## src/rtl/noc_link_pkg.sv

```systemverilog
// noc_link_pkg: shared flit type, link widths and dest split helpers
package noc_link_pkg;
   localparam int TID_WIDTH   = 2;
   localparam int TDEST_WIDTH = 4;
   localparam int TDATA_WIDTH = 32;
   localparam int DEST_WIDTH  = TDEST_WIDTH + TID_WIDTH;
   typedef struct packed {
      logic [TDATA_WIDTH-1:0] data;
      logic [DEST_WIDTH-1:0]  dest;
      logic                   is_tail;
   } flit_t;
   function automatic logic [TID_WIDTH-1:0] get_tid(input logic [DEST_WIDTH-1:0] dest);
      return dest[DEST_WIDTH-1:TDEST_WIDTH];
   endfunction
   function automatic logic [TDEST_WIDTH-1:0] get_tdest(input logic [DEST_WIDTH-1:0] dest);
      return dest[TDEST_WIDTH-1:0];
   endfunction
endpackage

```

## src/rtl/noc_flit_ejector_if.sv

```systemverilog
// noc_flit_ejector_if: credit flit link in, AXI-Stream beat out
interface noc_flit_ejector_if;
   import noc_link_pkg::*;
   logic [TDATA_WIDTH-1:0] data_in;
   logic [DEST_WIDTH-1:0]  dest_in;
   logic                   is_tail_in;
   logic                   send_in;
   logic                   credit_out;
   logic                   axis_out_tvalid;
   logic                   axis_out_tready;
   logic [TDATA_WIDTH-1:0] axis_out_tdata;
   logic                   axis_out_tlast;
   logic [TID_WIDTH-1:0]   axis_out_tid;
   logic [TDEST_WIDTH-1:0] axis_out_tdest;
   modport master (
      input  data_in, dest_in, is_tail_in, send_in, axis_out_tready,
      output credit_out, axis_out_tvalid, axis_out_tdata, axis_out_tlast, axis_out_tid, axis_out_tdest
   );
   modport slave (
      output data_in, dest_in, is_tail_in, send_in, axis_out_tready,
      input  credit_out, axis_out_tvalid, axis_out_tdata, axis_out_tlast, axis_out_tid, axis_out_tdest
   );
endinterface

```

## src/rtl/noc_flit_ejector_flit_fifo.sv

```systemverilog
// flit_fifo: synchronous flit FIFO with wrap-bit pointers, registered-state read port
module flit_fifo
   import noc_link_pkg::*;
#(
   parameter int DEPTH = 8
) (
   input  logic  clk,
   input  logic  rst_n,
   input  logic  push,
   input  flit_t wr_flit,
   input  logic  pop,
   output flit_t rd_flit,
   output logic  empty,
   output logic  full
);
   localparam int AW = $clog2(DEPTH);
   logic [AW:0] wr_ptr, rd_ptr;
   logic        do_push, do_pop;
   flit_t       mem [DEPTH];
   // status and head-of-queue view, all from registered pointers and storage
   always_comb begin
      empty   = wr_ptr == rd_ptr;
      full    = (wr_ptr[AW] != rd_ptr[AW]) && (wr_ptr[AW-1:0] == rd_ptr[AW-1:0]);
      do_push = push && !full;
      do_pop  = pop && !empty;
      rd_flit = mem[rd_ptr[AW-1:0]];
   end
   // pointer advance; a push into a full buffer is simply ignored here
   always_ff @(posedge clk) begin
      if (!rst_n) begin
         wr_ptr <= '0;
         rd_ptr <= '0;
      end else begin
         if (do_push) wr_ptr <= wr_ptr + 1'b1;
         if (do_pop) rd_ptr <= rd_ptr + 1'b1;
      end
   end
   // storage has no reset; contents only matter between the pointers
   always_ff @(posedge clk) begin
      if (do_push) mem[wr_ptr[AW-1:0]] <= wr_flit;
   end
endmodule

```

## src/rtl/noc_flit_ejector.sv

```systemverilog
// noc_flit_ejector: buffers credit-link flits and drains them as an AXI-Stream master
module noc_flit_ejector
   import noc_link_pkg::*;
#(
   parameter int FLIT_BUFFER_DEPTH = 8,
   parameter int PKT_CNT_WIDTH     = 16
) (
   input  logic                     clk_noc,
   input  logic                     rst_n,
   noc_flit_ejector_if.master       link,
   output logic                     overflow,
   output logic [PKT_CNT_WIDTH-1:0] pkt_count
);
   flit_t in_flit, head;
   logic  empty, full, pop;
   flit_fifo #(.DEPTH(FLIT_BUFFER_DEPTH)) u_fifo (
      .clk     (clk_noc),
      .rst_n   (rst_n),
      .push    (link.send_in),
      .wr_flit (in_flit),
      .pop     (pop),
      .rd_flit (head),
      .empty   (empty),
      .full    (full)
   );
   // AXIS mapping of the buffer head; tvalid depends only on registered pointers
   always_comb begin
      in_flit              = '{data: link.data_in, dest: link.dest_in, is_tail: link.is_tail_in};
      link.axis_out_tvalid = !empty;
      link.axis_out_tdata  = head.data;
      link.axis_out_tlast  = head.is_tail;
      link.axis_out_tid    = get_tid(head.dest);
      link.axis_out_tdest  = get_tdest(head.dest);
      pop                  = !empty && link.axis_out_tready;
   end
   // one credit per drained beat, sticky overflow, delivered-packet counter
   always_ff @(posedge clk_noc) begin
      if (!rst_n) begin
         link.credit_out <= 1'b0;
         overflow        <= 1'b0;
         pkt_count       <= '0;
      end else begin
         link.credit_out <= pop;
         if (link.send_in && full) overflow <= 1'b1;
         if (pop && head.is_tail) pkt_count <= pkt_count + 1'b1;
      end
   end
endmodule

```

## src/flat_wrapper.sv

```systemverilog
// flat-port wrapper written by rule: the top's interface ports become plain ports
module noc_flit_ejector_flat import noc_link_pkg::*;
#(
   parameter int FLIT_BUFFER_DEPTH = 8,
   parameter int PKT_CNT_WIDTH     = 16
)
  (clk_noc, rst_n, overflow, pkt_count, link_data_in, link_dest_in, link_is_tail_in, link_send_in, link_axis_out_tready, link_credit_out, link_axis_out_tvalid, link_axis_out_tdata, link_axis_out_tlast, link_axis_out_tid, link_axis_out_tdest);
  noc_flit_ejector_if link_i ();
  input  logic clk_noc;
  input  logic rst_n;
  output logic overflow;
  output logic [PKT_CNT_WIDTH-1:0] pkt_count;
  input wire logic [$bits(link_i.data_in)-1:0] link_data_in;
  input wire logic [$bits(link_i.dest_in)-1:0] link_dest_in;
  input wire logic [$bits(link_i.is_tail_in)-1:0] link_is_tail_in;
  input wire logic [$bits(link_i.send_in)-1:0] link_send_in;
  input wire logic [$bits(link_i.axis_out_tready)-1:0] link_axis_out_tready;
  output wire logic [$bits(link_i.credit_out)-1:0] link_credit_out;
  output wire logic [$bits(link_i.axis_out_tvalid)-1:0] link_axis_out_tvalid;
  output wire logic [$bits(link_i.axis_out_tdata)-1:0] link_axis_out_tdata;
  output wire logic [$bits(link_i.axis_out_tlast)-1:0] link_axis_out_tlast;
  output wire logic [$bits(link_i.axis_out_tid)-1:0] link_axis_out_tid;
  output wire logic [$bits(link_i.axis_out_tdest)-1:0] link_axis_out_tdest;
  assign link_i.data_in = link_data_in;
  assign link_i.dest_in = link_dest_in;
  assign link_i.is_tail_in = link_is_tail_in;
  assign link_i.send_in = link_send_in;
  assign link_i.axis_out_tready = link_axis_out_tready;
  assign link_credit_out = link_i.credit_out;
  assign link_axis_out_tvalid = link_i.axis_out_tvalid;
  assign link_axis_out_tdata = link_i.axis_out_tdata;
  assign link_axis_out_tlast = link_i.axis_out_tlast;
  assign link_axis_out_tid = link_i.axis_out_tid;
  assign link_axis_out_tdest = link_i.axis_out_tdest;
  noc_flit_ejector #(.FLIT_BUFFER_DEPTH(FLIT_BUFFER_DEPTH), .PKT_CNT_WIDTH(PKT_CNT_WIDTH)) u_core (.clk_noc(clk_noc), .rst_n(rst_n), .link(link_i), .overflow(overflow), .pkt_count(pkt_count));
endmodule
```

## config.mk

```make
export PLATFORM = sky130hd
export DESIGN_NAME = noc_flit_ejector_flat
export DESIGN_NICKNAME = d
export VERILOG_FILES = /design/src/rtl/noc_link_pkg.sv /design/src/rtl/noc_flit_ejector_if.sv /design/src/rtl/noc_flit_ejector_flit_fifo.sv /design/src/rtl/noc_flit_ejector.sv /design/src/flat_wrapper.sv
export SDC_FILE = /design/constraint.sdc
export NUM_CORES = 1
export LEC_CHECK = 0
export CORE_ASPECT_RATIO = 0.6
export CORE_MARGIN = 5
export CORE_UTILIZATION = 30
export CTS_BUF_LIST = sky130_fd_sc_hd__clkbuf_8
export DETAILED_ROUTE_END_ITERATION = 10
export MAX_ROUTING_LAYER = met4
export PLACE_DENSITY = 0.47
export SLEW_MARGIN = 20
export SYNTH_ARGS = -nofsm -noshare
export SYNTH_HDL_FRONTEND = slang
export SYNTH_HIERARCHICAL = 1
export SYNTH_SLANG_ARGS = --single-unit
```

## constraint.sdc

```tcl
create_clock -name clk_noc -period 15.9 [get_ports clk_noc]
set_input_delay 3.975 -clock clk_noc [delete_from_list [all_inputs] [get_ports clk_noc]]
set_output_delay 3.975 -clock clk_noc [all_outputs]
set_load 0.01 [all_outputs]
```

==> impl_metrics.toml <==
[status]
outcome = "completed"

[placement]
placed_cells = 1297
dp_hpwl_um = 15600
place.gp.congestion = 0.697
port_buffers = 100

[detailed_routing]
ant_nets = 0
dr.pass1.iters = 4
drt_wl_total_um = 29300
num_vias = 6465
drtIter0Drc = 380
wl_per_cell_um = 21.0
drc = 0
viasPerCell = 4.63

[layout]
nNetsFinal = 808
syn_to_final_growth_pct = 20.1
fin_cells = 1397
fill_cells = 4073
drive_gt1_frac = 0.263

[floorplanning]
pin_count = 101
core_area_um2 = 44500
die_x_um = 283
rows = 60
start_util = 0.301
dieArea_um2 = 49200
chipHeight_um = 174

[timing]
fin_crit_ns = 7.67
hold_violations = 0
tightest_slew_ns = 0.952
fin_setup_tns_ns = 0
drv_slew = 0
period_share = 0.482
setup_viol = 0
max_freq_mhz = 130
slew_headroom = 0.365
fin_skew_ns = 0.0198
rsz0062_at_grt = "no"

[logic_synthesis]
yosys_warnings = 6
yosys-top-cells-area = "edfxtp_1 (70%), mux4_2 (13%), dfxtp_1 (4.3%)"
syn-num-nets = 674
yosys-top-cells-count = "edfxtp_1 (312), mux4_2 (78), dfxtp_1 (29), mux2_2 (20), mux2_4 (20)"
synthCells = 628
syn-cell-area_um2 = 13400
postSynthAreaPerCell_um2 = 21.4
asyncSetResetFlopFracSynth = 0
synthFlopType = "edfxtp_1"
yosysMostFrequentCell = "edfxtp_1"
synth_cell_types = 46
synth_top_cell_area_share = 0.699
synth_edf_count = 312
synth_top_area_cell = "edfxtp_1"
ys_seq_elements = 341
ys_seq_area_frac = 0.742

[global_route]
antenna_found_initial = 3
grt_pass1_vias = 7052
met1_usage = 0.152
use_met2 = 0.199
overflow = 0
grt_pass1_wl_um = 44100
grt-busiest-layer = "met2"
grt_max_degree = 62
track_usage = 0.121
use_met3 = 0.0273

[power_and_ir_drop]
peakVddDrop_v = 0.0000524
p_leak_nw = 5.09
powerDensity_nw_per_um2 = 116

[worst_setup_path]
cpPeakStageDelay_ns = 0.86
crit_chain = "buf_4, mux4_2, mux2_4, clkdlybuf4s50_1"
slowest_stage = "buf_4"
cp_num_buf_inv = 2
critical_path_depth = 4
r2r_slack_ns = 12.37
r2r_cells = 7
critPathRequiredTime_ns = 11.93
crit_fanout = 45
critical_path.endpoint_type = "primary output"
critPathLaunchType = "register"
crit_family = "buffers and inverters"
arrival_ns = 3.69
worst-setup-path-type = "register to primary output"

[clocking]
cts_hold_buf = 0
postCtsSetupBuffers = 0
cts_made_buffers = 52
cts_tree = "done"
clk_pin_slew_ns = 0.06
clockRootBuffer = "clkbuf_8"
cts.sinks = 341
cts.repair.resized = 0
clk_path_buf_depth = 3
clk_latency_ns = 0.58
htreeDepth = 2

[flow_run]
cap_violations = 0

[min_path]
hp-start = "u_core/pkt_count[15]"
hp-class = "register to register"
hold_path_depth = 2
==> final timing paths <==
check | to
max | link_axis_out_tdata[16]
min | u_core/pkt_count[15]
max reg2reg | u_core/pkt_count[14]
min reg2reg | u_core/pkt_count[15]
==> metal layers <==
layer  vias up  share of wire  wire [µm]
met4         0          0.021        617
met3        49          0.049       1420
met2       138           0.50      14700
met5         -              0          0
li1       2869              -          -
met1      3409           0.43      12600
==> cells in the final DEF, fill, tap and decap left out, drive strengths merged, types with 8 or more instances in the layout <==
cell type,instances
clkinv,20
clkbuf,55
xnor2,9
mux2,40
buf,11
and2,13
mux2i,13
clkdlybuf4s50,100
mux4,78
nand3,8
nand4,8
inv,23
nand2b,11
xor2,9
dfxtp,29
nand2,20
edfxtp,312
==> sequential cells by signal (all words and copies together), names as in the netlist, named ones only <==
register	cells
u_core/overflow	1
u_core/link.credit_out	1
u_core/u_fifo/rd_ptr	4
u_core/pkt_count	16
u_core/u_fifo/mem	312
u_core/u_fifo/wr_ptr	4
==> metrics by stage <==
step	power, mW	utilization	worst slack (ns)	cell area, µm²	hold slack, ns
global placement	1.18	0.339	8.75	15100	0.451
detailed placement	1.18	0.339	8.71	15100	0.466
finish	1.86	0.362	8.23	16100	0.467
floorplan	1.12	-	7.23	13400	0.486
global route	1.95	0.362	7.89	16100	0.517
CTS	1.90	0.362	8.05	16100	0.474
==> power by group <==
group          switching, mW  leakage, nW  internal [mW]
clock                  0.331        0.581          0.370
sequential            0.0119         3.07           1.00
combinational         0.0671         1.44         0.0811
==> cell type report <==
cell class	count	area (µm²)	area share
flip-flops and latches	341	9960	0.619
well taps	589	737	0.0458
repair buffers	111	1080	0.0673
diodes	3	7.51	0.000466
multi-input cells	251	3280	0.204
clock buffers	55	757	0.0470
inverters	5	18.8	0.00117
clock inverters	42	254	0.0158
==> tightest hold or removal path, cell delays in order, from the launching register on <==
cell and delay (ns):
dfxtp_1 0.32, nand2_1 0.05, mux2i_1 0.05
==> kinds of logic after synthesis <==
logic type / Yosys count / share of synthesized area
flops: 341 / 0.742
mux: 131 / 0.180
simple gates: 86 / 0.0388
buf+inv: 36 / 0.0166
xor+xnor: 18 / 0.0118
compound gates: 13 / 0.00803
fa+ha+maj: 3 / 0.00280
Power figures use the tool's default switching activity.
